$ cat config.mk
export PLATFORM = sky130hd
export DESIGN_NAME = mack_bus_controller
export DESIGN_NICKNAME = d
export VERILOG_FILES = /design/src/rtl/mack_bus_pkg.sv /design/src/rtl/mack_bus_controller_timer.sv /design/src/rtl/mack_bus_controller.sv
export SDC_FILE = /design/constraint.sdc
export NUM_CORES = 1
export LEC_CHECK = 0
export CAP_MARGIN = 30
export CORE_ASPECT_RATIO = 1.2
export CORE_UTILIZATION = 47
export CTS_CLUSTER_DIAMETER = 120
export DETAILED_ROUTE_END_ITERATION = 10
export MAX_ROUTING_LAYER = met4
export PLACE_DENSITY_LB_ADDON = 0.3
export SLEW_MARGIN = 20
export SYNTH_ARGS = -nofsm -noshare
export SYNTH_HDL_FRONTEND = slang
export SYNTH_SLANG_ARGS = --single-unit
$ cat constraint.sdc
create_clock -name CLK -period 1.6 [get_ports CLK]
set_input_delay 0.32 -clock CLK [delete_from_list [all_inputs] [get_ports CLK]]
set_output_delay 0.32 -clock CLK [all_outputs]
set_load 0.01 [all_outputs]
$ cat src/rtl/mack_bus_pkg.sv
// -----------------------------------------------------------------------------
// mack_bus_pkg
// Shared definitions for the second-generation 68000 bus controller:
//   - chip-select region indices (lower index = higher decode priority)
//   - default base/mask pairs for the stock ROM / DUART / RAM map
//   - default interrupt level serviced by the on-chip periodic timer
//   - DTACK source selector used by the top-level acknowledge mux
//   - address/region compare helper
// -----------------------------------------------------------------------------
package mack_bus_pkg;

  localparam int CS_ROM   = 0;
  localparam int CS_DUART = 1;
  localparam int CS_RAM   = 2;

  localparam logic [7:0] ROM_BASE   = 8'h38;
  localparam logic [7:0] ROM_MASK   = 8'hFC;
  localparam logic [7:0] DUART_BASE = 8'h3C;
  localparam logic [7:0] DUART_MASK = 8'hFC;
  localparam logic [7:0] RAM_BASE   = 8'h00;
  localparam logic [7:0] RAM_MASK   = 8'h00;

  localparam logic [2:0] TIMER_LEVEL_DEFAULT = 3'd5;

  // Where the acknowledge for the current bus cycle comes from.
  typedef enum logic [1:0] {
    DT_NONE     = 2'd0,  // idle, unmapped or reset: DTACK stays high
    DT_INTERNAL = 2'd1,  // wait-state counter of the selected region
    DT_EXTERNAL = 2'd2,  // passed through from DTACK_IN
    DT_AUTOVEC  = 2'd3   // VPA answers this IACK cycle instead of DTACK
  } dtack_src_e;

  // A region matches when the masked address equals its base.
  function automatic logic region_match(input logic [7:0] addr,
                                        input logic [7:0] base,
                                        input logic [7:0] mask);
    return (addr & mask) == base;
  endfunction

endpackage

$ cat src/rtl/mack_bus_controller_timer.sv
// -----------------------------------------------------------------------------
// mack_periodic_timer
// Free-running 2^TIMER_BITS cycle timer with a sticky pending flag and the
// autovector hold that keeps VPA asserted once the acknowledge has consumed
// the pending request.
// Ports:
//   CLK        in   system clock
//   RST        in   synchronous reset, active-low
//   AS         in   address strobe, active-low
//   IACK       in   interrupt-acknowledge cycle, active-low
//   IACK_LVL   in   [2:0] level being acknowledged
//   TIMER_IRQ  out  interrupt request, active-low (inactive in reset)
//   vpa_req    out  active-high autovector request for this level
// -----------------------------------------------------------------------------
module mack_periodic_timer
  import mack_bus_pkg::*;
#(
  parameter int         TIMER_BITS  = 16,
  parameter logic [2:0] TIMER_LEVEL = TIMER_LEVEL_DEFAULT
) (
  input  logic       CLK,
  input  logic       RST,
  input  logic       AS,
  input  logic       IACK,
  input  logic [2:0] IACK_LVL,
  output logic       TIMER_IRQ,
  output logic       vpa_req
);

  logic [TIMER_BITS-1:0] count_q, count_d;
  logic                  pending_q, pending_d;
  logic                  vpa_hold_q, vpa_hold_d;
  logic                  level_hit;
  logic                  wrap;
  logic                  ack;

  assign level_hit = ~AS & ~IACK & (IACK_LVL == TIMER_LEVEL);
  assign wrap      = &count_q;
  assign ack       = level_hit & pending_q;

  // NOTE: every signal written in always_comb gets a default first; a path
  // that leaves one unassigned would infer a latch.
  always_comb begin
    count_d    = count_q + 1'b1;
    pending_d  = pending_q;
    vpa_hold_d = vpa_hold_q;
    // A wrap wins over a simultaneous acknowledge so no tick is lost.
    if (wrap) begin
      pending_d = 1'b1;
    end else if (ack) begin
      pending_d = 1'b0;
    end
    if (AS) begin
      vpa_hold_d = 1'b0;
    end else if (ack) begin
      vpa_hold_d = 1'b1;
    end
  end

  // NOTE: sequential state uses non-blocking assignments so every register
  // samples pre-edge values regardless of statement order.
  always_ff @(posedge CLK) begin
    if (!RST) begin
      count_q    <= '0;
      pending_q  <= 1'b0;
      vpa_hold_q <= 1'b0;
    end else begin
      count_q    <= count_d;
      pending_q  <= pending_d;
      vpa_hold_q <= vpa_hold_d;
    end
  end

  assign TIMER_IRQ = ~(pending_q & RST);
  // The hold keeps VPA steady for the rest of the cycle after the ack edge.
  assign vpa_req   = level_hit & (pending_q | vpa_hold_q);

endmodule

$ cat src/rtl/mack_bus_controller.sv
// -----------------------------------------------------------------------------
// mack_bus_controller
// 68000 bus controller: mask/base chip selects with a boot ROM overlay,
// per-region internal wait states or external DTACK, bus-error watchdog and
// a periodic timer interrupt answered by autovector.
// Ports:
//   CLK        in   system clock
//   RST        in   synchronous reset, active-low
//   ADDR       in   [7:0] CPU A[23:16]
//   IACK_LVL   in   [2:0] CPU A[3:1] during an IACK cycle
//   AS         in   address strobe, active-low
//   IACK       in   interrupt-acknowledge cycle, active-low
//   DTACK_IN   in   external DTACK, active-low
//   CS_N       out  [NUM_CS-1:0] chip selects, active-low
//   DTACK      out  DTACK to CPU, active-low
//   VPA        out  autovector request, active-low
//   BERR       out  bus error, active-low
//   TIMER_IRQ  out  timer interrupt request, active-low
//   BOOT_DONE  out  high once the boot overlay has ended
// -----------------------------------------------------------------------------
module mack_bus_controller
  import mack_bus_pkg::*;
#(
  parameter int                        NUM_CS       = 3,
  parameter logic [NUM_CS*8-1:0]       CS_BASE      = {RAM_BASE, DUART_BASE, ROM_BASE},
  parameter logic [NUM_CS*8-1:0]       CS_MASK      = {RAM_MASK, DUART_MASK, ROM_MASK},
  parameter int                        WAIT_W       = 3,
  parameter logic [NUM_CS*WAIT_W-1:0]  CS_WAIT      = '0,
  parameter logic [NUM_CS-1:0]         CS_EXT       = 3'b010,
  parameter int                        BOOT_CYCLES  = 8,
  parameter int                        BERR_TIMEOUT = 64,
  parameter int                        TIMER_BITS   = 16,
  parameter logic [2:0]                TIMER_LEVEL  = TIMER_LEVEL_DEFAULT
) (
  input  logic              CLK,
  input  logic              RST,
  input  logic [7:0]        ADDR,
  input  logic [2:0]        IACK_LVL,
  input  logic              AS,
  input  logic              IACK,
  input  logic              DTACK_IN,
  output logic [NUM_CS-1:0] CS_N,
  output logic              DTACK,
  output logic              VPA,
  output logic              BERR,
  output logic              TIMER_IRQ,
  output logic              BOOT_DONE
);

  localparam int WCNT_W = $clog2(BERR_TIMEOUT + 1);
  localparam int BOOT_W = $clog2(BOOT_CYCLES + 1);
  localparam logic [WCNT_W-1:0] WCNT_MAX = WCNT_W'(BERR_TIMEOUT);
  localparam logic [BOOT_W-1:0] BOOT_MAX = BOOT_W'(BOOT_CYCLES);

  logic [BOOT_W-1:0] boot_cnt_q, boot_cnt_d;
  logic              boot_done_q, boot_done_d;
  logic [WCNT_W-1:0] wait_cnt_q, wait_cnt_d;

  logic              bus_active;
  logic              cs_active;
  logic [NUM_CS-1:0] sel_oh;
  logic              ext_sel;
  logic [WAIT_W-1:0] wait_sel;
  logic              vpa_req;
  logic              dtack_n;
  logic              vpa_n;
  dtack_src_e        dtack_src;

  // ---------------------------------------------------------------------------
  // Boot overlay count and wait-state counter. The wait counter is 0 exactly
  // on the first AS-low edge of a bus cycle, which doubles as the "count this
  // cycle once" qualifier for the boot counter.
  // ---------------------------------------------------------------------------
  always_comb begin
    boot_cnt_d  = boot_cnt_q;
    boot_done_d = boot_done_q;
    wait_cnt_d  = wait_cnt_q;
    if (AS) begin
      wait_cnt_d = '0;
      if (boot_cnt_q >= BOOT_MAX) begin
        boot_done_d = 1'b1;
      end
    end else begin
      if (wait_cnt_q != WCNT_MAX) begin
        wait_cnt_d = wait_cnt_q + 1'b1;
      end
      if ((wait_cnt_q == '0) && (boot_cnt_q != BOOT_MAX)) begin
        boot_cnt_d = boot_cnt_q + 1'b1;
      end
    end
  end

  always_ff @(posedge CLK) begin
    if (!RST) begin
      boot_cnt_q  <= '0;
      boot_done_q <= 1'b0;
      wait_cnt_q  <= '0;
    end else begin
      boot_cnt_q  <= boot_cnt_d;
      boot_done_q <= boot_done_d;
      wait_cnt_q  <= wait_cnt_d;
    end
  end

  // ---------------------------------------------------------------------------
  // Region decode: lowest matching index wins; the overlay forces the ROM.
  // ---------------------------------------------------------------------------
  always_comb begin
    sel_oh = '0;
    for (int i = 0; i < NUM_CS; i++) begin
      if ((sel_oh == '0) && region_match(ADDR, CS_BASE[i*8 +: 8], CS_MASK[i*8 +: 8])) begin
        sel_oh[i] = 1'b1;
      end
    end
    if (!boot_done_q) begin
      sel_oh         = '0;
      sel_oh[CS_ROM] = 1'b1;
    end
  end

  always_comb begin
    ext_sel  = 1'b0;
    wait_sel = '0;
    for (int i = 0; i < NUM_CS; i++) begin
      if (sel_oh[i]) begin
        ext_sel  = CS_EXT[i];
        wait_sel = CS_WAIT[i*WAIT_W +: WAIT_W];
      end
    end
  end

  assign bus_active = RST & ~AS;
  assign cs_active  = bus_active & IACK;
  assign CS_N       = ~(sel_oh & {NUM_CS{cs_active}});

  // ---------------------------------------------------------------------------
  // Periodic timer and autovector request.
  // ---------------------------------------------------------------------------
  mack_periodic_timer #(
    .TIMER_BITS  (TIMER_BITS),
    .TIMER_LEVEL (TIMER_LEVEL)
  ) u_timer (
    .CLK       (CLK),
    .RST       (RST),
    .AS        (AS),
    .IACK      (IACK),
    .IACK_LVL  (IACK_LVL),
    .TIMER_IRQ (TIMER_IRQ),
    .vpa_req   (vpa_req)
  );

  assign vpa_n = ~(bus_active & vpa_req);

  // ---------------------------------------------------------------------------
  // Acknowledge source. An IACK cycle the timer does not claim (other level,
  // or spurious at its own level) falls through to the external device.
  // ---------------------------------------------------------------------------
  always_comb begin
    dtack_src = DT_NONE;
    if (bus_active) begin
      if (!IACK) begin
        dtack_src = vpa_req ? DT_AUTOVEC : DT_EXTERNAL;
      end else if (sel_oh != '0) begin
        dtack_src = ext_sel ? DT_EXTERNAL : DT_INTERNAL;
      end
    end
  end

  always_comb begin
    dtack_n = 1'b1;
    case (dtack_src)
      DT_INTERNAL: dtack_n = ~(wait_cnt_q >= WCNT_W'(wait_sel));
      DT_EXTERNAL: dtack_n = DTACK_IN;
      DT_AUTOVEC:  dtack_n = 1'b1;
      default:     dtack_n = 1'b1;
    endcase
  end

  assign DTACK = dtack_n;
  assign VPA   = vpa_n;
  // Saturated counter keeps BERR asserted until AS rises.
  assign BERR  = ~(bus_active & (wait_cnt_q == WCNT_MAX) & dtack_n & vpa_n);
  assign BOOT_DONE = boot_done_q & RST;

endmodule

# Word-level counts from Yosys, hierarchy flattened
# Index checks and enable logic that the tools add are counted.
# totals
output_inout_bits	8
ff_bits	30
inputBits	16
# op_classes
muxes	14
n_reduce_logical	10
add_sub_neg	3
order_cmp	2
bitwise_logic	23
eq_ne	8
# ops
operator	n
adder 16 x 1 -> 16 bit (second input constant)	1
AND reduction 16 bit	1
bitwise AND 1 bit	12
== test 6 x 4 -> 1 bit (second input constant)	2
2-to-1 mux 1 bit	8
2-to-1 mux 2 bit	4
inverter 1 bit	8
adder 7 x 1 -> 7 bit (second input constant)	1
== test 7 bit (second input constant)	1
>= comparator 7 x 1 -> 1 bit (second input constant)	1
logical NOT 7 bit	1
!= test 7 bit (second input constant)	1
adder 4 x 1 -> 4 bit (second input constant)	1
>= comparator 4 bit (second input constant)	1
!= test 4 bit (second input constant)	1
AND reduction 2 bit	2
bitwise AND 3 bit	1
== test 3 bit (second input constant)	1
2-to-1 mux 3 bit	1
inverter 3 bit	1
nonzero test 3 bit	1
== test 2 x 1 -> 1 bit (second input constant)	1
== test 2 bit (second input constant)	1
logical AND 1 bit	2
5 further kinds	5

# Logic depth before layout (Yosys ltp)
# depth
word_depth	19
depth_mapped	6

# By module
# A second synthesis with hierarchy kept.
# unflattened
cells_unflattened	185
area_unflattened_um2	1590.3
# by_module_without_submodules
mod	area_each_um2	cells_each	n_inst
mack_periodic_timer	830.8	94	1
mack_bus_controller	759.5	91	1

# Least setup slack after synthesis
# No wires, ideal clock.
# synth_timing
kind	reg-to-output
from	register wait_cnt_q[0]
to	output port BERR
required_time_ns	1.280
path_buffers	0
slack_ns	-0.118
stages_incl_launch_ff	6
arrival_ns	1.398
cell_sequence	dfxtp_1 inv_1 ha_1 nor3b_2 nand3_1 or4_1
# synth_between
elab_chain_cells	6
word_cells_on_any_way	8
classes_between	order compare (1); eq/ne (1); mux (1); bitwise (5)
# synth_lines
item	line	source
start, declared	mack_bus_controller.sv:57	logic [WCNT_W-1:0] wait_cnt_q, wait_cnt_d;
start signal, assigned	mack_bus_controller.sv:101	wait_cnt_q <= wait_cnt_d;
>= comparator 7 x 1 -> 1 bit	mack_bus_controller.sv:172	DT_INTERNAL: dtack_n = ~(wait_cnt_q >= WCNT_W'(wait_sel));
inverter 1 bit	mack_bus_controller.sv:172	
case mux 1 bit (2 select lines)	mack_bus_controller.sv:171	case (dtack_src)
bitwise AND 1 bit (*) (2 in a row)	mack_bus_controller.sv:182	assign BERR = ~(bus_active & (wait_cnt_q == WCNT_MAX) & dtack_n & vpa_n);
inverter 1 bit (*)	mack_bus_controller.sv:182	
end, declared	mack_bus_controller.sv:45	output logic BERR,
# Mark *: on every way between the ends. The rest lies on a longest branch, timed or not.

# Worst setup path in the final report
# layout_timing
from	register u_timer.pending_q
to	output port BERR
# layout_between
elab_chain_cells	10
word_cells_on_any_way	13
classes_between	eq/ne (2); mux (4); bitwise (7)
# layout_lines
item	line	source
start, declared	mack_bus_controller_timer.sv:31	logic pending_q, pending_d;
start signal, assigned	mack_bus_controller_timer.sv:69	pending_q <= pending_d;
bitwise OR 1 bit (*)	mack_bus_controller_timer.sv:76	assign vpa_req = level_hit & (pending_q | vpa_hold_q);
bitwise AND 1 bit (*)	mack_bus_controller_timer.sv:76	
2-to-1 mux 1 bit	mack_bus_controller.sv:162	dtack_src = vpa_req ? DT_AUTOVEC : DT_EXTERNAL;
2-to-1 mux 2 bit	mack_bus_controller.sv:161	if (!IACK) begin
2-to-1 mux 2 bit	mack_bus_controller.sv:160	if (bus_active) begin
== test 2 bit or == test 2 x 1 -> 1 bit (tied branches)	mack_bus_controller.sv:171	
case mux 1 bit (2 select lines)	mack_bus_controller.sv:171	
bitwise AND 1 bit	mack_bus_controller.sv:182	
bitwise AND 1 bit (*)	mack_bus_controller.sv:182	
inverter 1 bit (*)	mack_bus_controller.sv:182	
# Marks and branches as above.

==> qor.txt <==
outcome -> finished with violations
violated checks -> negative setup slack
pwr dens -> 709 nW/µm²
WHS -> 375 ps
CTS buffer count -> 5
DRC Markers -> 0
Max IR drop VDD -> 0.570 mV
top sig layer -> met4
vias per cell -> 5.15
Die ar. -> 3390 µm²
later-pin clock latency in the skew report -> 330 ps
clock net sink count -> 30
WL met1 -> 1360 µm
Max-cap violations -> 0
Tmin final -> 2040 ps
synth cell count leaders -> 30 x dfxtp_1, 18 x nor2_1, 14 x and2_1, 14 x nand2_1, 12 x nand3_1
Ant. Diodes -> 0
clk slew on worst S/H paths -> 100 ps
Post-Syn Nets -> 188
final instance count without filler cells -> 262
Synth cell types -> 35
Synth area leader -> dfxtp_1
Slew HR -> 78.0%
GP Congestion -> 0.908
Die Y -> 63.6 µm
Final period util -> 128%
I/O pins -> 24
first-pass GRT wire length -> 5890 µm
Crit Path Category -> reg2out
ranking of synthesized cells by area -> dfxtp_1 40%, and2_1 5.9%, xnor2_1 5.9%, xor2_1 5.3%, nor2_1 4.6%
skew final -> 10.5 ps
Placed Cells -> 243
post-route setup slack -> -443 ps
CP endpoint -> BERR
fraction of layout cells with a size suffix above 1 -> 34.6%
gr usage total -> 24.9%
Pleak -> 0.000908 µW
Crit. End Element -> output port
Mean Syn Cell Area -> 8.89 µm²
post-synthesis register bit count -> 30
vias in the first global route -> 1,389
post-detail-place hpwl -> 2490 µm
Rows -> 21
remaining antenna violation count -> 0
GRT overflow -> 0
area grow syn2layout -> 43.0%
Final Util -> 73.4%
most used flip-flop cell after synthesis -> dfxtp_1
Syn Inst Count -> 167
Fin. Hold Viols -> 0
PortBufs -> 21
Total Wirelength -> 3620 µm
Worst R2R Start -> wait_cnt_q[0]
Clk Tree Root Cell -> clkbuf_4
hold crit path type -> in2reg
routed len/inst -> 13.8 µm
DR iter-0 viols -> 53
fraction of registers with async set/reset -> 0%
initial core utilization -> 51.3%
WP data required -> 1280 ps
crit path from -> u_timer.pending_q
core area -> 2890 µm²
sequential area share after synthesis -> 40.5%
Worst R2R Path Depth -> 7
initial antenna violation count -> 0
Max Transition Viols Final -> 0
CTS Buffer Depth -> 2
CP startpoint kind -> flip-flop
crit path DAT -> 1720 ps
# fillers -> 209
area share of the largest cell type after synthesis -> 40.5%
H-tree level count -> 2
# setup viols final -> 3
met2 wire length -> 2000 µm
largest net degree at the start of global routing -> 28
YS warnings -> 0
DR WL met3 -> 110 µm
Hold Buf Count CTS -> 0
CP max FO -> 2
Worst Max-Slew Pin Slew -> 327 ps
via count -> 1,349
RR Endpoint -> boot_cnt_q[3]
TritonRoute pass-1 iters -> 4
EDFF count, synth -> 0
overall die width -> 53.3 µm
Cell Area, Synth -> 1480 µm²
layout net count -> 248
RSZ-0062 raised after global routing -> true
top-count cell post-synth -> dfxtp_1
R2R Setup Slk -> 120 ps
fmax -> 490 MHz
CTS tree -> done
-- where the power goes --
part           internal (µW)  leakage (µW)  switching (µW)
Clock                    300     0.0000446             264
Sequential               761      0.000245            13.6
Combinational           93.9      0.000619            70.7
Total                   1160      0.000908             348
-- per-stage QoR --
step,area (µm²),total power (µW),worst slack (ps),setup TNS (ps)
CTS,2070,1510,-450,-536
detailed placement,1920,942,-853,-5240
global route,2120,1570,-493,-724
finish,2120,1500,-443,-553
floorplan,1500,853,8.40,0
global placement,1920,933,-847,-4930
-- metal layers --
layer	up-vias	GRT usage, %
met5	-	-
met4	0	12.2
met3	14	7.49
met2	30	43.9
met1	620	23.3
li1	685	-
-- timing repair --
| action | in CTS | in global routing |
|---|---|---|
| setup endpoints to repair | 8 | 10 |
| pin swaps | 9 | 9 |
| setup buffers | 10 | 3 |
| gates resized for setup | 60 | 30 |
-- worst min path at each step --
stage	startpoint	endpoint	slack [ps]	cells after the start
3_5_place_dp	u_timer.vpa_hold_q	u_timer.vpa_hold_q	470	2
4_1_cts	AS	boot_done_q	360	4
6_report	AS	boot_done_q	370	4
5_1_grt	AS	boot_done_q	370	4
2_1_floorplan	u_timer.vpa_hold_q	u_timer.vpa_hold_q	440	2
3_3_place_gp	u_timer.vpa_hold_q	u_timer.vpa_hold_q	460	2
-- area by class of cell --
class | instances | area (µm²) | area share, %
repair buffers | 55 | 447 | 21.0
flip-flops and latches | 30 | 606 | 28.5
well taps | 34 | 42.5 | 2.00
multi-input cells | 127 | 918 | 43.3
clock buffers | 8 | 78.8 | 3.71
inverters | 8 | 30.0 | 1.42
-- critical path, cell delays in order, from the launching register on --
cell	delay, ps
dfxtp_2	340
o211a_1	260
buf_6	130
or4_4	520
buf_6	140
-- cell usage in the layout (no fill, tap or decap), types with 4 or more instances in the layout --
| cell type | n |
|---|---|
| ha_1 | 4 |
| nand3_1 | 10 |
| buf_4 | 30 |
| inv_1 | 6 |
| clkdlybuf4s15_1 | 4 |
| xnor2_1 | 10 |
| dfxtp_1 | 26 |
| nor3_1 | 4 |
| nand2_1 | 13 |
| dfxtp_2 | 4 |
| nor2_1 | 16 |
| buf_2 | 5 |
| and2_1 | 14 |
| clkbuf_4 | 5 |
| buf_6 | 9 |
| xor2_1 | 9 |
| nand4_1 | 4 |
-- cell families (layout without fill, tap and decap cells) --
kind of cell,Yosys count,in the layout,share of synthesized area [%]
and+or+nand+nor,87,87,34.2
muxes,2,2,1.35
AOI/OAI and AO/OA,14,14,5.99
xor gates and xnor gates,19,19,11.2
DFF,30,30,40.5
buffers and inverters,10,71,2.53
adders and majority gates,5,5,4.22
-- registers in the layout, summed over array words and instances, names as in the netlist --
signal              flops
boot_cnt_q              4
boot_done_q             1
u_timer.count_q        16
u_timer.pending_q       1
u_timer.vpa_hold_q      1
wait_cnt_q              7
No activity file was read; power rests on OpenSTA's default activity.
